$ cat src/rtl/audio_output_serializer.sv
// Bit-serial audio output stage: fetches words from the delay buffer and streams them one bit per clock.
// Optional build macro AUDIO_OUT_MSB_FIRST_EN selects MSB-first serialisation (default is LSB first).
module audio_output_serializer #(
  parameter int SAMPLE_WIDTH = 16,
  parameter int ADDR_WIDTH   = 16,
  parameter int RD_LATENCY   = 1
) (
  input  logic                    clk,
  input  logic                    reset_n,
  input  logic                    enable,
  input  logic [1:0]              rate_sel,
  input  logic [ADDR_WIDTH-1:0]   start_addr,
  input  logic [ADDR_WIDTH-1:0]   end_addr,
  input  logic [SAMPLE_WIDTH-1:0] rd_data,
  output logic                    rd_en,
  output logic [ADDR_WIDTH-1:0]   rd_addr,
  output logic                    pdm_out,
  output logic                    sample_strobe,
  output logic                    wrap_pulse,
  output logic                    busy,
  output logic [1:0]              dbg_state_o
);

  localparam int CNT_W = $clog2(SAMPLE_WIDTH);
  localparam int SUM_W = ADDR_WIDTH + 1;
  localparam logic [CNT_W-1:0] LAST_CNT   = CNT_W'(SAMPLE_WIDTH - 1);
  localparam logic [CNT_W-1:0] PF_CNT     = CNT_W'(RD_LATENCY + 1);
  localparam logic [2:0]       PRIME_LAST = 3'(RD_LATENCY);

  typedef enum logic [1:0] {IDLE = 2'd0, PRIME = 2'd1, RUN = 2'd2} state_t;

  state_t                  state_q, state_d;
  logic                    rd_en_q, pdm_q, strobe_q, wrap_q;
  logic [ADDR_WIDTH-1:0]   rd_addr_q, start_q, end_q;
  logic [1:0]              step_q;
  logic [2:0]              wait_q;
  logic [CNT_W-1:0]        bit_cnt_q, bit_idx;
  logic [SAMPLE_WIDTH-1:0] shift_q, pf_q;
  logic [SUM_W-1:0]        sum;
  logic                    wrap_hit;
  logic [ADDR_WIDTH-1:0]   next_addr;

  always_ff @(posedge clk or negedge reset_n) begin
    if (!reset_n) state_q <= IDLE;
    else          state_q <= state_d;
  end

  always_comb begin
    state_d = state_q;
    case (state_q)
      IDLE:    if (enable) state_d = PRIME;
      PRIME:   if (wait_q == PRIME_LAST) state_d = RUN;
      RUN:     if ((bit_cnt_q == LAST_CNT) && !enable) state_d = IDLE;
      default: state_d = IDLE;
    endcase
  end

  always_comb begin
    busy        = (state_q != IDLE);
    dbg_state_o = state_q;
  end

  // Overflow out of ADDR_WIDTH bits counts as leaving the window, as does passing end_q.
  always_comb begin
    sum       = {1'b0, rd_addr_q} + SUM_W'(step_q) + SUM_W'(1);
    wrap_hit  = sum[ADDR_WIDTH] || (sum[ADDR_WIDTH-1:0] > end_q);
    next_addr = wrap_hit ? start_q : sum[ADDR_WIDTH-1:0];
`ifdef AUDIO_OUT_MSB_FIRST_EN
    bit_idx   = LAST_CNT - bit_cnt_q;
`else
    bit_idx   = bit_cnt_q;
`endif
  end

  always_ff @(posedge clk or negedge reset_n) begin
    if (!reset_n) begin
      rd_en_q   <= 1'b0;
      rd_addr_q <= '0;
      pdm_q     <= 1'b0;
      strobe_q  <= 1'b0;
      wrap_q    <= 1'b0;
      start_q   <= '0;
      end_q     <= '0;
      step_q    <= '0;
      wait_q    <= '0;
      bit_cnt_q <= '0;
      shift_q   <= '0;
      pf_q      <= '0;
    end else begin
      rd_en_q  <= 1'b0;
      strobe_q <= 1'b0;
      wrap_q   <= 1'b0;
      case (state_q)
        IDLE: begin
          pdm_q  <= 1'b0;
          wait_q <= '0;
          if (enable) begin
            start_q   <= start_addr;
            end_q     <= end_addr;
            step_q    <= rate_sel;
            rd_en_q   <= 1'b1;
            rd_addr_q <= start_addr;
          end
        end
        PRIME: begin
          pdm_q  <= 1'b0;
          wait_q <= wait_q + 3'd1;
          if (wait_q == PRIME_LAST) begin
            shift_q   <= rd_data;
            strobe_q  <= 1'b1;
            bit_cnt_q <= '0;
          end
        end
        RUN: begin
          pdm_q <= shift_q[bit_idx];
          if (bit_cnt_q == '0) begin
            rd_en_q   <= 1'b1;
            rd_addr_q <= next_addr;
            wrap_q    <= wrap_hit;
          end
          if (bit_cnt_q == PF_CNT) pf_q <= rd_data;
          // On a drain boundary the prefetched word is simply dropped.
          if (bit_cnt_q == LAST_CNT) begin
            bit_cnt_q <= '0;
            if (enable) begin
              shift_q  <= pf_q;
              strobe_q <= 1'b1;
              step_q   <= rate_sel;
            end
          end else begin
            bit_cnt_q <= bit_cnt_q + 1'b1;
          end
        end
        default: pdm_q <= 1'b0;
      endcase
    end
  end

  assign rd_en         = rd_en_q;
  assign rd_addr       = rd_addr_q;
  assign pdm_out       = pdm_q;
  assign sample_strobe = strobe_q;
  assign wrap_pulse    = wrap_q;

endmodule

$ cat config.mk
export PLATFORM = sky130hd
export DESIGN_NAME = audio_output_serializer
export DESIGN_NICKNAME = d
export VERILOG_FILES = /design/src/rtl/audio_output_serializer.sv
export SDC_FILE = /design/constraint.sdc
export NUM_CORES = 1
export LEC_CHECK = 0
export ABC_AREA = 1
export CORE_ASPECT_RATIO = 1.25
export CORE_MARGIN = 2
export CORE_UTILIZATION = 30
export CTS_BUF_LIST = sky130_fd_sc_hd__clkbuf_2 sky130_fd_sc_hd__clkbuf_4 sky130_fd_sc_hd__clkbuf_8
export CTS_CLUSTER_SIZE = 12
export DETAILED_ROUTE_END_ITERATION = 6
export GPL_TIMING_DRIVEN = 0
export PLACE_DENSITY_LB_ADDON = 0.08
export SYNTH_ARGS = -nofsm -noshare
export SYNTH_HDL_FRONTEND = slang
export SYNTH_SLANG_ARGS = --single-unit
$ cat constraint.sdc
create_clock -name clk -period 2.7 [get_ports clk]
set_input_delay 0.675 -clock clk [delete_from_list [all_inputs] [get_ports clk]]
set_output_delay 0.675 -clock clk [all_outputs]
set_load 0.005 [all_outputs]
==> load_flow_metrics.sql <==
INSERT INTO impl_metrics (metric_group, metric, value, unit) VALUES
('run_status', 'outcome', 'complete, but fails checks', ''),
('run_status', 'violations', 'negative setup slack', ''),
('grt', 'grt.overflow.total', '0', ''),
('logic_synthesis', 'yosys.area.top_type', 'dfrtp_1', ''),
('logic_synthesis', 'netlist_top_cells_count', '149 x nand2_1, 104 x inv_1, 95 x dfrtp_1', ''),
('sta', 'relSlewSlack', '56.81', '%'),
('min_path', 'worst_hold_path_type', 'input pin to async pin', ''),
('sta', 'rsz0062_at_grt', 'yes', ''),
('logic_synthesis', 'yosysTopAreaCellShare', '43.64', '%'),
('finish', 'fin_cells', '1011', ''),
('setup_path', 'critical_path_required', '3.01', 'ns'),
('detailed_routing', 'total_number_of_vias', '4623', ''),
('clocking', 'cts.reportedPaths.clkPinSlew', '0.10', 'ns'),
('logic_synthesis', 'most_common_cell_in_the_netlist', 'nand2_1', ''),
('sta', 'finalSetupViolCount', '17', ''),
('grt', 'pin_count_of_the_biggest_net_entering_global_routing', '55', ''),
('power', 'leakage_power', '3.219', 'nW'),
('setup_path', 'timing.critical_path.fanout_max', '10', ''),
('placed_design', 'portBuffers', '75', ''),
('detailed_routing', 'dr.pass1.iters', '4', ''),
('finish', 'antenna-diode-count', '0', ''),
('finish', 'final_layout_size_suffix_gt1_share', '14.81', '%'),
('logic_synthesis', 'post_synth_edffs', '0', ''),
('logic_synthesis', 'yosysSeqAreaShare', '43.64', '%'),
('clocking', 'cts_tree', 'done', ''),
('finish', 'finalInstanceArea', '6968', 'um^2'),
('setup_path', 'crit_path_frequent_cell', 'nand2_2', ''),
('die', 'initial_utilization', '30.33', '%'),
('logic_synthesis', 'synthesized_area_divided_by_synthesized_cell_count', '7.988', 'um^2'),
('logic_synthesis', 'yosys_warnings', '0', ''),
('die', 'die_x', '124.5', 'um'),
('finish', 'fillCellCount', '1853', ''),
('finish', 'final_net_count', '859', ''),
('sta', 'slew_violations', '0', ''),
('logic_synthesis', 'mappedNetlistArea', '5448', 'um^2'),
('clocking', 'cts-htree-levels', '3', ''),
('setup_path', 'timing.setup.critical_path_class', 'register to register', ''),
('setup_path', 'worstPathBufferInverterCount', '4', ''),
('placed_design', 'place_hpwl', '11400', 'um'),
('sta', 'fin_skew', '0.01442', 'ns'),
('setup_path', 'timing.critical_path.slowest_cell_delay', '0.36', 'ns'),
('detailed_routing', 'routed_via_density', '4.573', ''),
('setup_path', 'worst_setup_path_end_kind', 'register', ''),
('grt', 'initial_antenna_violation_count', '0', ''),
('grt', 'vias_in_the_first_global_route', '4806', ''),
('die', 'die-area', '19260', 'um^2'),
('detailed_routing', 'drt-initial-drc-count', '177', ''),
('die', 'core_area', '17960', 'um^2'),
('clocking', 'post_cts_hold_buffer_count', '0', ''),
('die', 'die_y', '154.7', 'um'),
('die', 'core.rowCount', '55', ''),
('grt', 'grt_pass1_wl', '24570', 'um'),
('sta', 'finalWorstSetupSlack', '-0.4171', 'ns'),
('clocking', 'worst_skew_pair.late_latency', '0.38', 'ns'),
('logic_synthesis', 'syn-num-nets', '763', ''),
('setup_path', 'worstSetupStartpointType', 'register', ''),
('clocking', 'clock_tree.root_cell', 'clkbuf_8', ''),
('finish', 'area_delta_synth_final', '27.91', '%'),
('power', 'cell_pwr_density', '1271', 'nW/um^2'),
('detailed_routing', 'finalWirelength', '14800', 'um'),
('logic_synthesis', 'synth_async_sr_flop_share', '100.0', '%'),
('detailed_routing', 'drcViolationCount', '0', ''),
('setup_path', 'timing.critical_path.cells', 'inv_1 > ha_2 > fa_2 > inv_2 > nand2_4 > nor2_4 > nand3_4 > nor3_4 > nand2_1 > nand2_2 > inv_2 > ha_1 > nand2_2 > nor3_2 > nand3_2 > nand2_4 > nand2_8 > buf_12 > nand2_2 > nand3_2 > a21oi_2', ''),
('detailed_routing', 'ant_nets', '0', ''),
('flow_run', 'max_cap_violations', '0', ''),
('power', 'power.ir.vdd_worst', '0.4296', 'mV'),
('clocking', 'numCtsBuffers', '9', ''),
('logic_synthesis', 'synth_area_leaders', 'dfrtp_1 44%, nand2_1 10%, inv_1 7.2%', ''),
('setup_path', 'crit_path_top_delay_cell', 'dfrtp_1', ''),
('sta', 'max_freq', '0.3208', 'GHz'),
('sta', 'worstMarginPinSlew', '0.6479', 'ns');
registers in the layout, indices dropped and copies added, names as in the netlist, 2 cells and up:
signal,flops
bit_cnt_q,4
dbg_state_o,2
end_q,16
pf_q,16
rd_addr,16
shift_q,16
start_q,16
step_q,2
wait_q,3
metrics by stage:
stage          hold slack [ns]  power (mW)  TNS (ns)
3_5_place_dp            0.4566       7.521    -10.75
3_3_place_gp            0.4514       7.421   -288.88
2_1_floorplan           0.3794       5.951    -1.735
4_1_cts                 0.2983       8.806    -8.778
5_1_grt                 0.3249       9.786    -8.916
6_report                0.2922       8.857    -6.562
per-layer routing:
metal	vias to the layer above	track usage, %	share of wire (%)
li1	2383	-	-
met1	2143	18.22	41
met2	80	30.21	54
met3	17	2.629	3.0
met4	0	5.511	1.8
met5	-	0	0
worst register-to-register path: stages (launching register included):
cell and delay (ns):
dfrtp_1 0.36, inv_1 0.05, ha_2 0.19, fa_2 0.34
inv_2 0.08, nand2_4 0.08, nor2_4 0.13, nand3_4 0.12
nor3_4 0.23, nand2_1 0.08, nand2_2 0.09, inv_2 0.03
ha_1 0.27, nand2_2 0.07, nor3_2 0.20, nand3_2 0.12
nand2_4 0.13, nand2_8 0.09, buf_12 0.16, nand2_2 0.07
nand3_2 0.06, a21oi_2 0.11
report_power, final:
| group | switching [mW] | internal [mW] |
|---|---|---|
| Combinational | 3.11 | 2.13 |
| Sequential | 0.448 | 2.12 |
| Clock | 0.523 | 0.526 |
path summary, 6_finish.rpt:
| kind | cells after the start | start | to | slack (ns) |
|---|---|---|---|---|
| worst min-delay path | 1 | reset_n | rd_addr[1]$_DFFE_PN0P_ | 0.29 |
| worst max-delay path | 21 | rd_addr[0]$_DFFE_PN0P_ | rd_addr[10]$_DFFE_PN0P_ | -0.42 |
| max in group asynchronous | 2 | reset_n | pf_q[12]$_DFFE_PN0P_ | 1.72 |
| worst max register to register | 21 | rd_addr[0]$_DFFE_PN0P_ | rd_addr[10]$_DFFE_PN0P_ | -0.42 |
| worst min register to register | 1 | wait_q[2]$_DFFE_PN0P_ | wait_q[2]$_DFFE_PN0P_ | 0.47 |
| min in group clk | 1 | wait_q[2]$_DFFE_PN0P_ | wait_q[2]$_DFFE_PN0P_ | 0.47 |
cell type report:
| class | instances | area (um^2) | area share [%] |
|---|---|---|---|
| multi-input combinational | 455 | 2691 | 38.62 |
| sequential | 95 | 2377 | 34.12 |
| timing repair buffer | 85 | 847.1 | 12.16 |
| inverter | 106 | 397.9 | 5.710 |
| tap | 228 | 285.3 | 4.094 |
| clock buffer | 14 | 180.2 | 2.586 |
| buffer | 26 | 151.4 | 2.173 |
| clock inverter | 2 | 37.54 | 0.5387 |
cell usage in the layout, fill, tap and decap left out, types with 4 or more instances in the layout:
cell / count
buf_2: 4
o211ai_1: 10
dfrtp_1: 95
clkbuf_1: 17
a21oi_2: 14
nand3_1: 23
clkdlybuf4s50_1: 74
buf_6: 4
nand2_1: 143
nand2_2: 16
o21ai_1: 7
nand3_2: 23
buf_4: 9
nor2_4: 4
ha_1: 25
o21ai_0: 76
inv_2: 5
o21a_1: 8
clkbuf_8: 13
nor2_1: 33
or2_2: 4
a21oi_1: 40
xor2_1: 4
nor3_1: 4
inv_1: 101
timing repair:
action / CTS / global route
resized for setup: 11 / 21
buffers inserted: 5 / 4
pin swaps: 7 / 23
setup endpoints to repair: 17 / 17
cell families (layout without fill, tap and decap cells):
kind of cell / count (synthesis) / in the layout / synth area share (%)
XOR/XNOR: 6 / 6 / 0.9646
buffers and inverters: 132 / 233 / 9.968
flip-flops: 95 / 95 / 43.64
adder cells (fa/ha/maj): 28 / 28 / 6.569
AO/OA/AOI/OAI: 160 / 160 / 16.31
AND/OR/NAND/NOR: 261 / 261 / 22.55
No activity file was read; power rests on OpenSTA's default activity.
